### config.mk
export PLATFORM = sky130hd
export DESIGN_NAME = pulse_cfg_scheduler_flat
export DESIGN_NICKNAME = d
export VERILOG_FILES = /design/src/rtl/pulse_cfg_scheduler_pkg.sv /design/src/rtl/pulse_cfg_scheduler_if.sv /design/src/rtl/pulse_cfg_scheduler.sv /design/src/flat_wrapper.sv
export SDC_FILE = /design/constraint.sdc
export NUM_CORES = 1
export LEC_CHECK = 0
export CORE_MARGIN = 1
export CORE_UTILIZATION = 55
export DETAILED_ROUTE_END_ITERATION = 8
export DONT_BUFFER_PORTS = 1
export GPL_TIMING_DRIVEN = 0
export HOLD_SLACK_MARGIN = 0.05
export PLACE_DENSITY = 0.76
export SYNTH_ARGS = -nofsm -noshare
export SYNTH_HDL_FRONTEND = slang
export SYNTH_SLANG_ARGS = --single-unit
export TNS_END_PERCENT = 10
### constraint.sdc
create_clock -name i_clk -period 3.5 [get_ports i_clk]
set_input_delay 0.35 -clock i_clk [delete_from_list [all_inputs] [get_ports i_clk]]
set_output_delay 0.35 -clock i_clk [all_outputs]
set_load 0.02 [all_outputs]
### src/rtl/pulse_cfg_scheduler_pkg.sv
// Shared opcode, error-code and state definitions for the pulse channel command front-end.
// Opcodes and error codes travel over SPI, so their encodings are fixed.
package pulse_cfg_scheduler_pkg;
  localparam int CONF_HIGH_W = 24;
  localparam int CONF_LOW_W  = 40;
  localparam int CONF_W      = CONF_HIGH_W + CONF_LOW_W;

  localparam logic [3:0] OP_NOP      = 4'h0;
  localparam logic [3:0] OP_WRITE    = 4'h1;
  localparam logic [3:0] OP_START    = 4'h2;
  localparam logic [3:0] OP_STOP     = 4'h3;
  localparam logic [3:0] OP_STOP_ALL = 4'hF;

  localparam logic [1:0] ERR_NONE   = 2'b00;
  localparam logic [1:0] ERR_DECODE = 2'b01;
  localparam logic [1:0] ERR_UNCONF = 2'b10;
  localparam logic [1:0] ERR_FRAME  = 2'b11;

  typedef enum logic [1:0] {
    ST_IDLE    = 2'd0,
    ST_COLLECT = 2'd1,
    ST_COMMIT  = 2'd2,
    ST_DRAIN   = 2'd3
  } state_e;

  function automatic logic op_known(input logic [3:0] op);
    return (op == OP_NOP) || (op == OP_WRITE) || (op == OP_START) ||
           (op == OP_STOP) || (op == OP_STOP_ALL);
  endfunction
endpackage

### src/rtl/pulse_cfg_scheduler_if.sv
// Config-word valid/ready port between the command front-end and the channel bank.
interface pulse_cfg_scheduler_if #(parameter int CH_W = 2);
  import pulse_cfg_scheduler_pkg::*;
  logic              cfg_valid;
  logic              cfg_ready;
  logic [CH_W-1:0]   cfg_chan;
  logic [CONF_W-1:0] cfg_word;

  modport master (output cfg_valid, cfg_chan, cfg_word, input cfg_ready);
  modport slave  (input cfg_valid, cfg_chan, cfg_word, output cfg_ready);
endinterface

### src/rtl/pulse_cfg_scheduler.sv
// Decodes framed SPI command bytes, loads 64-bit HIGH/LOW words into channels and owns
// each channel's run bit. Errors surface as a one-cycle strobe with a code.
module pulse_cfg_scheduler
  import pulse_cfg_scheduler_pkg::*;
#(
  parameter int N_CH = 4,
  parameter int CH_W = 2
) (
  input  logic                  i_clk,
  input  logic                  i_reset,
  input  logic                  i_byte_valid,
  input  logic [7:0]            i_byte,
  input  logic                  i_frame_end,
  pulse_cfg_scheduler_if.master cfg,
  output logic [N_CH-1:0]       o_start_nstop,
  output logic [N_CH-1:0]       o_configured,
  output logic                  o_err,
  output logic [1:0]            o_err_code,
  output logic                  o_busy
);
  state_e            state_q, state_d;
  logic [CONF_W-1:0] word_q, word_d;
  logic [2:0]        cnt_q, cnt_d;
  logic [CH_W-1:0]   chan_q, chan_d;
  logic [N_CH-1:0]   run_q, run_d;
  logic [N_CH-1:0]   conf_q, conf_d;
  logic              err_q, err_d;
  logic [1:0]        err_code_q, err_code_d;

  logic [3:0]      hdr_op;
  logic [CH_W-1:0] hdr_idx;
  logic            hdr_ch_ok;

  assign hdr_op    = i_byte[7:4];
  assign hdr_idx   = CH_W'(i_byte[3:0]);
  assign hdr_ch_ok = {1'b0, i_byte[3:0]} < 5'(N_CH);

  always_comb begin
    state_d    = state_q;
    word_d     = word_q;
    cnt_d      = cnt_q;
    chan_d     = chan_q;
    run_d      = run_q;
    conf_d     = conf_q;
    err_code_d = ERR_NONE;
    unique case (state_q)
      ST_IDLE: begin
        if (i_byte_valid) begin
          // STOP_ALL carries no channel, so its low nibble is never range-checked.
          if (!op_known(hdr_op) || (hdr_op != OP_STOP_ALL && !hdr_ch_ok)) begin
            err_code_d = ERR_DECODE;
            state_d    = ST_DRAIN;
          end else begin
            case (hdr_op)
              OP_WRITE: begin
                cnt_d   = 3'd0;
                chan_d  = hdr_idx;
                state_d = ST_COLLECT;
              end
              OP_START: begin
                if (conf_q[hdr_idx]) run_d[hdr_idx] = 1'b1;
                else                 err_code_d     = ERR_UNCONF;
              end
              OP_STOP:     run_d[hdr_idx] = 1'b0;
              OP_STOP_ALL: run_d          = '0;
              default: ;
            endcase
          end
        end
      end
      ST_COLLECT: begin
        if (i_byte_valid) begin
          word_d = {word_q[CONF_W-9:0], i_byte};
          cnt_d  = cnt_q + 3'd1;
        end
        if (i_byte_valid && cnt_q == 3'd7) begin
          // A channel is never left running on a half-updated configuration.
          run_d[chan_q] = 1'b0;
          state_d       = ST_COMMIT;
        end else if (i_frame_end) begin
          err_code_d = ERR_FRAME;
          state_d    = ST_IDLE;
        end
      end
      ST_COMMIT: begin
        if (i_byte_valid) err_code_d = ERR_FRAME;
        if (cfg.cfg_ready) begin
          conf_d[chan_q] = 1'b1;
          state_d        = ST_IDLE;
        end
      end
      ST_DRAIN: begin
        if (i_frame_end) state_d = ST_IDLE;
      end
      default: state_d = ST_IDLE;
    endcase
    err_d = (err_code_d != ERR_NONE);
  end

  always_ff @(posedge i_clk) begin
    if (i_reset) begin
      state_q    <= ST_IDLE;
      word_q     <= '0;
      cnt_q      <= '0;
      chan_q     <= '0;
      run_q      <= '0;
      conf_q     <= '0;
      err_q      <= 1'b0;
      err_code_q <= ERR_NONE;
    end else begin
      state_q    <= state_d;
      word_q     <= word_d;
      cnt_q      <= cnt_d;
      chan_q     <= chan_d;
      run_q      <= run_d;
      conf_q     <= conf_d;
      err_q      <= err_d;
      err_code_q <= err_code_d;
    end
  end

  assign cfg.cfg_valid = (state_q == ST_COMMIT);
  assign cfg.cfg_chan  = chan_q;
  assign cfg.cfg_word  = word_q;
  assign o_start_nstop = run_q;
  assign o_configured  = conf_q;
  assign o_err         = err_q;
  assign o_err_code    = err_code_q;
  assign o_busy        = (state_q != ST_IDLE);
endmodule
### src/flat_wrapper.sv
// flat-port wrapper written by rule: the top's interface ports become plain ports
module pulse_cfg_scheduler_flat import pulse_cfg_scheduler_pkg::*;
#(
  parameter int N_CH = 4,
  parameter int CH_W = 2
)
  (i_clk, i_reset, i_byte_valid, i_byte, i_frame_end, o_start_nstop, o_configured, o_err, o_err_code, o_busy, cfg_cfg_valid, cfg_cfg_chan, cfg_cfg_word, cfg_cfg_ready);
  pulse_cfg_scheduler_if #(.CH_W(CH_W)) cfg_i ();
  input  logic i_clk;
  input  logic i_reset;
  input  logic i_byte_valid;
  input  logic [7:0] i_byte;
  input  logic i_frame_end;
  output logic [N_CH-1:0] o_start_nstop;
  output logic [N_CH-1:0] o_configured;
  output logic o_err;
  output logic [1:0] o_err_code;
  output logic o_busy;
  output wire logic [$bits(cfg_i.cfg_valid)-1:0] cfg_cfg_valid;
  output wire logic [$bits(cfg_i.cfg_chan)-1:0] cfg_cfg_chan;
  output wire logic [$bits(cfg_i.cfg_word)-1:0] cfg_cfg_word;
  input wire logic [$bits(cfg_i.cfg_ready)-1:0] cfg_cfg_ready;
  assign cfg_cfg_valid = cfg_i.cfg_valid;
  assign cfg_cfg_chan = cfg_i.cfg_chan;
  assign cfg_cfg_word = cfg_i.cfg_word;
  assign cfg_i.cfg_ready = cfg_cfg_ready;
  pulse_cfg_scheduler #(.N_CH(N_CH), .CH_W(CH_W)) u_core (.i_clk(i_clk), .i_reset(i_reset), .i_byte_valid(i_byte_valid), .i_byte(i_byte), .i_frame_end(i_frame_end), .cfg(cfg_i), .o_start_nstop(o_start_nstop), .o_configured(o_configured), .o_err(o_err), .o_err_code(o_err_code), .o_busy(o_busy));
endmodule
==> flow_summary.toml, run 1 <==
[run_status]
run_status = "finished clean"

[routing]
detail_route.iter0.violations = 177
drc_errors = 0
routed_wirelength_um = 7810
final_antenna_net_count = 0
vias = 2809
detailed_routing_iterations_pass_1 = 4
drt-vias-per-instance = 5.64
routed_wire_length_per_instance_um = 15.7

[worst_setup_path]
cp_top_family = "simple AND/OR/NAND/NOR gates"
critPathCapture = "cfg_cfg_valid"
cp-end-kind = "primary output"
timing.reg2reg.setup_slack_ns = 1.61
crit_cells = 2
path_max_fanout = 10
rr_worst_depth = 5
worstPathCellList = "clkbuf_1 > nor2b_1"
critical_path.n_buffers_inverters = 1
arrival_worst_endpoint_ns = 1.73
timing.critical_path.slowest_stage_cell = "nor2b_1"
worstReg2RegStart = "u_core.state_q[1]$_SDFFE_PP0P_"
worst_path_largest_cell_delay_ns = 0.68
kind_of_critical_path = "flip-flop to primary output"
critical_path_start_type = "flip-flop"
startpoint = "u_core.state_q[1]$_SDFFE_PP0P_"
cp_data_required_time_ns = 3.15
timing.rr.end = "u_core.o_configured[1]$_SDFFE_PP0P_"

[timing]
period_minus_slack_ns = 2.08
totalNegativeSetupSlack_ns = 0
finClkSkew_ns = 0.00711
timing_hold_violations_final = 0
final_max_slew_violation_count = 0
rsz0062_at_grt = "no"
actual_transition_at_the_worst_max_transition_pin_ns = 0.774
fmax_mhz = 481
relSlewSlack = 0.483
finalSetupViolations = 0
min_period_over_period = 0.594

[finish]
area_of_combinational_cells_with_multiple_inputs_um2 = 1480
final_core_utilization = 0.638
layout.area.seq_um2 = 1640
antennaDiodeCount = 0
layout.nets = 436
syn2layout_area_growth_pct = 9.05
filler_cell_count = 512
post_route_cells_drive_above_1_share = 0.0962

[die]
core-area_um2 = 5680
full_die_area_um2 = 6350
fp.dieW_um = 79.7
std_cell_rows = 27
design.portCount = 92
chipHeight_um = 79.7
initial_core_util = 0.585

[logic_synthesis]
portion_of_the_post_synthesis_area_used_by_sequential_elements = 0.495
synth_edf_count = 0
yosysWarningCount = 0
synth.cell_area_um2 = 3320
netlist.top_cell.by_area = "dfxtp_1"
synth_ff_type = "dfxtp_1"
postSynthCellCount = 410
asyncSetResetFlopFracSynth = 0
netlist.area_leader.share = 0.495
dominant_cell_by_count_in_the_synthesized_netlist = "nand2_1"
post_synth_num_cell_types = 45
post_synth_main_area_contributors = "dfxtp_1 49%, nand2_1 16%, a21oi_1 11%"
netlist_top_cells_count = "139 x nand2_1, 82 x dfxtp_1, 75 x a21oi_1, 17 x clkbuf_1, 10 x nor2_1"
avgSynthCellArea_um2 = 8.09
ys_ff_latch = 82
synth_fp_nets = 425

[worst_hold_path]
hold_path_class = "input port to flip-flop"

[grt]
grt_usage = 0.260
grt_overflow = 0
pin_count_of_the_biggest_net_entering_global_routing = 16
grt_pass1_vias = 2598
grt_pass1_wl_um = 12500
grt_antenna_before_repair = 0

[clock_tree]
cts_max_path_buffers = 2
cts_setup_buffers = 0
post_cts.resized_instances = 0
clock-root-buffer = "clkbuf_8"
worst_setup_hold_path_clk_slew_ns = 0.08
clock_insertion_delay_worst_skew_ns = 0.36
clock_sinks = 82
cts_hold_repair_buffers = 0
clock_tree.htree_level_count = 3
clock_tree_from_tritoncts = "yes"
cts_made_buffers = 9

[placed_design]
gpl.final_weighted_congestion = 0.804
port-buffer-count = 0
post_dp_hpwl_um = 5700

[power]
peakVddDrop_uv = 298
cellPowerDensity_nw_per_um2 = 501
total_leakage_power_nw = 1.22

[flow_run]
timing.max_cap.violations = 0
[area by class of cell]
| class | instances | area share |
|---|---|---|
| well taps | 72 | 0.0249 |
| multi-input cells | 292 | 0.410 |
| clock inverters | 6 | 0.0201 |
| plain buffers | 30 | 0.0474 |
| flip-flops and latches | 82 | 0.454 |
| clock buffers | 10 | 0.0380 |
| inverters | 6 | 0.00622 |
[worst min path at each step]
| stage | depth (start not counted) | start | to | slack (ns) |
|---|---|---|---|---|
| 3_3_place_gp | 2 | u_core.cnt_q[2]$_SDFFE_PP0P_ | u_core.cnt_q[2]$_SDFFE_PP0P_ | 0.46 |
| 6_report | 2 | i_byte[3] | u_core.cfg.cfg_word[3]$_SDFFE_PP0P_ | 0.12 |
| 5_1_grt | 2 | i_byte[3] | u_core.cfg.cfg_word[3]$_SDFFE_PP0P_ | 0.11 |
| 3_5_place_dp | 2 | u_core.cnt_q[2]$_SDFFE_PP0P_ | u_core.cnt_q[2]$_SDFFE_PP0P_ | 0.48 |
| 2_1_floorplan | 2 | u_core.cnt_q[1]$_SDFFE_PP0P_ | u_core.cnt_q[1]$_SDFFE_PP0P_ | 0.45 |
| 4_1_cts | 2 | i_byte[3] | u_core.cfg.cfg_word[3]$_SDFFE_PP0P_ | 0.12 |
[cell families after synthesis]
logic type               count (synthesis)  synth area share
AO/OA/AOI/OAI                          101             0.172
XOR/XNOR                                 2           0.00528
adder cells (fa/ha/maj)                  2           0.00754
buffers and inverters                   36            0.0584
flip-flops                              82             0.495
multiplexers                             6            0.0234
AND/OR/NAND/NOR                        181             0.238
[worst reg2reg max path, delay by kind of cell, from the launching register on]
family / cells / cell delay [ns]
and+or+nand+nor: 3 / 1.06
DFF: 1 / 0.39
buffers and inverters: 1 / 0.31
AOI/OAI and AO/OA: 1 / 0.07
[routing by layer]
metal  share of wire  track usage  vias to the layer above
li1                -            -                     1401
met1            0.43        0.337                     1309
met2            0.47        0.393                       90
met3           0.091       0.0937                        9
met4           0.013        0.100                        0
met5               0            0                        -
[metrics by stage]
stage          power (W)  worst slack, ns  hold WS, ns  instance area, µm²  std cells
2_1_floorplan    0.00109             1.70        0.453                3320        410
6_report         0.00181             1.42        0.123                3620        498
5_1_grt          0.00188             1.37        0.113                3620        498
3_5_place_dp     0.00112             1.57        0.476                3410        482
3_3_place_gp     0.00111             1.59        0.463                3410        482
4_1_cts          0.00182             1.45        0.118                3620        498
[state kept, by name, indices dropped and copies added (netlist names)]
| register | flops |
|---|---|
| u_core.o_err_code | 2 |
| u_core.o_start_nstop | 4 |
| u_core.o_configured | 4 |
| u_core.cfg.cfg_chan | 2 |
| u_core.state_q | 2 |
| u_core.cnt_q | 3 |
| u_core.cfg.cfg_word | 64 |
| u_core.o_err | 1 |
[power by group]
group	total, W	switching (W)	internal (W)
clock	0.000715	0.000358	0.000356
sequential	0.000961	0.0000185	0.000943
combinational	0.000136	0.0000932	0.0000430
[placed cells by master (no fill, tap or decap), types with 2 or more instances in the layout]
master     count
ha_1           2
or4_1          2
nor3_1         4
o21ai_0        7
a41oi_1        3
clkbuf_8      12
a31oi_1        3
inv_1          6
buf_2          7
and2b_2        2
or2_2          2
dfxtp_1       82
clkbuf_1      17
buf_6          4
clkinv_4       2
inv_6          2
nor2b_1        2
a2111oi_0      5
nand3_1        2
nand4b_1       2
nand2_1      139
nand2b_1       4
mux2i_1        4
nor3b_1        3
a21oi_1       75
nor2_1        10
Power figures use the tool's default switching activity.
==> run 2: changes to the inputs <==
PLACE_DENSITY = 0.79   (was 0.76)
clock period = 1.69 ns   (was 3.5 ns; I/O delays follow)
==> run 2 against run 1 <==
Compared with the run above: the flow now finishes with violations (negative setup slack); clock skew up 0.0038 ns; worst hold slack got worse by 0.054 ns; count of clock-buffer cells in the layout did not move; sequential power is 110% higher; combinational power up 140%; die area unchanged; via count rose by 2.3%; routed wire length is 2.0% higher; final cell count increased by 1.8%; worst setup slack worse by 1.5 ns.
==> flow_summary.toml, run 2 (synthesized netlist as in run 1, its figures left out) <==
[run_status]
run_status = "complete, but fails checks"
violations = "negative setup slack"

[timing]
final_max_slew_violation_count = 0
relSlewSlack = 0.573
period_minus_slack_ns = 1.78
finalSetupViolations = 4
fmax_mhz = 561
finClkSkew_ns = 0.0109
fin_hold_ws_ns = 0.0695
totalNegativeSetupSlack_ns = -0.251
timing_hold_violations_final = 0
rsz0062_at_grt = "yes"
actual_transition_at_the_worst_max_transition_pin_ns = 0.636
min_period_over_period = 1.05
final.setup.worst_slack_ns = -0.0923

[routing]
vias = 2875
routed_wirelength_um = 7960
drt-vias-per-instance = 5.67
met2_length_um = 3660
top_signal_layer_used = "met4"
routed_wire_length_per_instance_um = 15.7
detail_route.iter0.violations = 188
drc_errors = 0
detailed_routing_iterations_pass_1 = 4
met1_length_um = 3540
final_antenna_net_count = 0
met3_wirelength_um = 638

[placed_design]
worst_slack_placed_ns = -0.103
post_dp_hpwl_um = 5580
gpl.final_weighted_congestion = 0.809
placedCellCount = 482
port-buffer-count = 0
placed_instance_area_um2 = 3410

[die]
design.portCount = 92
std_cell_rows = 27
full_die_area_um2 = 6350
initial_core_util = 0.585
core-area_um2 = 5680
fp.dieW_um = 79.7
chipHeight_um = 79.7

[worst_setup_path]
arrival_worst_endpoint_ns = 2.03
kind_of_critical_path = "flip-flop to flip-flop"
cp-end-kind = "flip-flop"
critical_path_start_type = "flip-flop"
rr_worst_depth = 4
path_max_fanout = 4
cp_data_required_time_ns = 1.94

[finish]
fin_cells = 507
syn2layout_area_growth_pct = 13.5
mostFrequentLayoutCells = "138 x nand2_1, 78 x dfxtp_1, 75 x a21oi_1"
filler_cell_count = 488
finish.instance_area_um2 = 3760
post_route_cells_drive_above_1_share = 0.126
mostFrequentLayoutCell = "nand2_1"
largest_reg_flops = 64
layout.nets = 445
layout.area.seq_um2 = 1650
area_of_combinational_cells_with_multiple_inputs_um2 = 1520
antennaDiodeCount = 0

[grt]
grt_usage = 0.260
grt_antenna_before_repair = 0
grt_pass1_wl_um = 12700
grt_pass1_vias = 2701
grt_overflow = 0
pin_count_of_the_biggest_net_entering_global_routing = 16

[clock_tree]
clock-root-buffer = "clkbuf_8"
clock_tree.htree_level_count = 3
clock_insertion_delay_worst_skew_ns = 0.36
cts_max_path_buffers = 2
worst_setup_hold_path_clk_slew_ns = 0.08
clock_tree_from_tritoncts = "yes"
clock_sinks = 82
cts_made_buffers = 9

[power]
cellPowerDensity_nw_per_um2 = 1010
total_leakage_power_nw = 1.28
peakVddDrop_uv = 700

[flow_run]
timing.max_cap.violations = 0

[worst_hold_path]
hold_path_class = "input port to flip-flop"
min_path_cells = 3
[run 2: repair_timing]
action                                 4_1_cts  5_1_grt
pin swaps                                    2        2
hold buffers                                 6        0
setup endpoints to repair                   72       70
resized for setup                            8       11
endpoints found under the hold margin        8        0
buffers inserted                             2        1
[run 2: cell type report]
type / count / share of cell area
sequential: 82 / 0.438
multi-input combinational: 292 / 0.404
buffer: 30 / 0.0502
clock buffer: 10 / 0.0366
tap: 72 / 0.0239
timing repair buffer: 9 / 0.0219
clock inverter: 6 / 0.0189
inverter: 6 / 0.00598
[run 2: path summary, 6_finish.rpt]
kind / endpoint / from / slack (ns)
worst max-delay path: u_core.o_start_nstop[2]$_SDFFE_PP0P_ / u_core.o_configured[3]$_SDFFE_PP0P_ / -0.09
worst min-delay path: u_core.o_err_code[1]$_SDFF_PP0_ / i_byte[4] / 0.07
worst max register to register: u_core.o_start_nstop[2]$_SDFFE_PP0P_ / u_core.o_configured[3]$_SDFFE_PP0P_ / -0.09
worst min register to register: u_core.cnt_q[2]$_SDFFE_PP0P_ / u_core.cnt_q[2]$_SDFFE_PP0P_ / 0.50
[run 2: per-stage QoR]
stage | total power [W] | util
floorplan | 0.00225 | -
global placement | 0.00231 | 0.601
detailed placement | 0.00231 | 0.601
CTS | 0.00380 | 0.658
global route | 0.00392 | 0.663
finish | 0.00380 | 0.663
[run 2: where the power goes]
| group | switching [W] | internal [W] |
|---|---|---|
| registers | 0.0000376 | 0.00195 |
| clock network | 0.000739 | 0.000738 |
| logic | 0.000212 | 0.000118 |
| total | 0.000989 | 0.00281 |
[run 2: metal layers]
layer  up-vias  track usage
met3        14       0.0857
met5         -            0
li1       1422            -
met1      1336        0.320
met2       103        0.411
met4         0        0.115
[run 2: critical path, cell delays in order (launching register included)]
cell and delay, ns:
dfxtp_4 0.37, mux4_2 0.52, a221oi_4 0.39, nor3_4 0.08, mux2_4 0.31
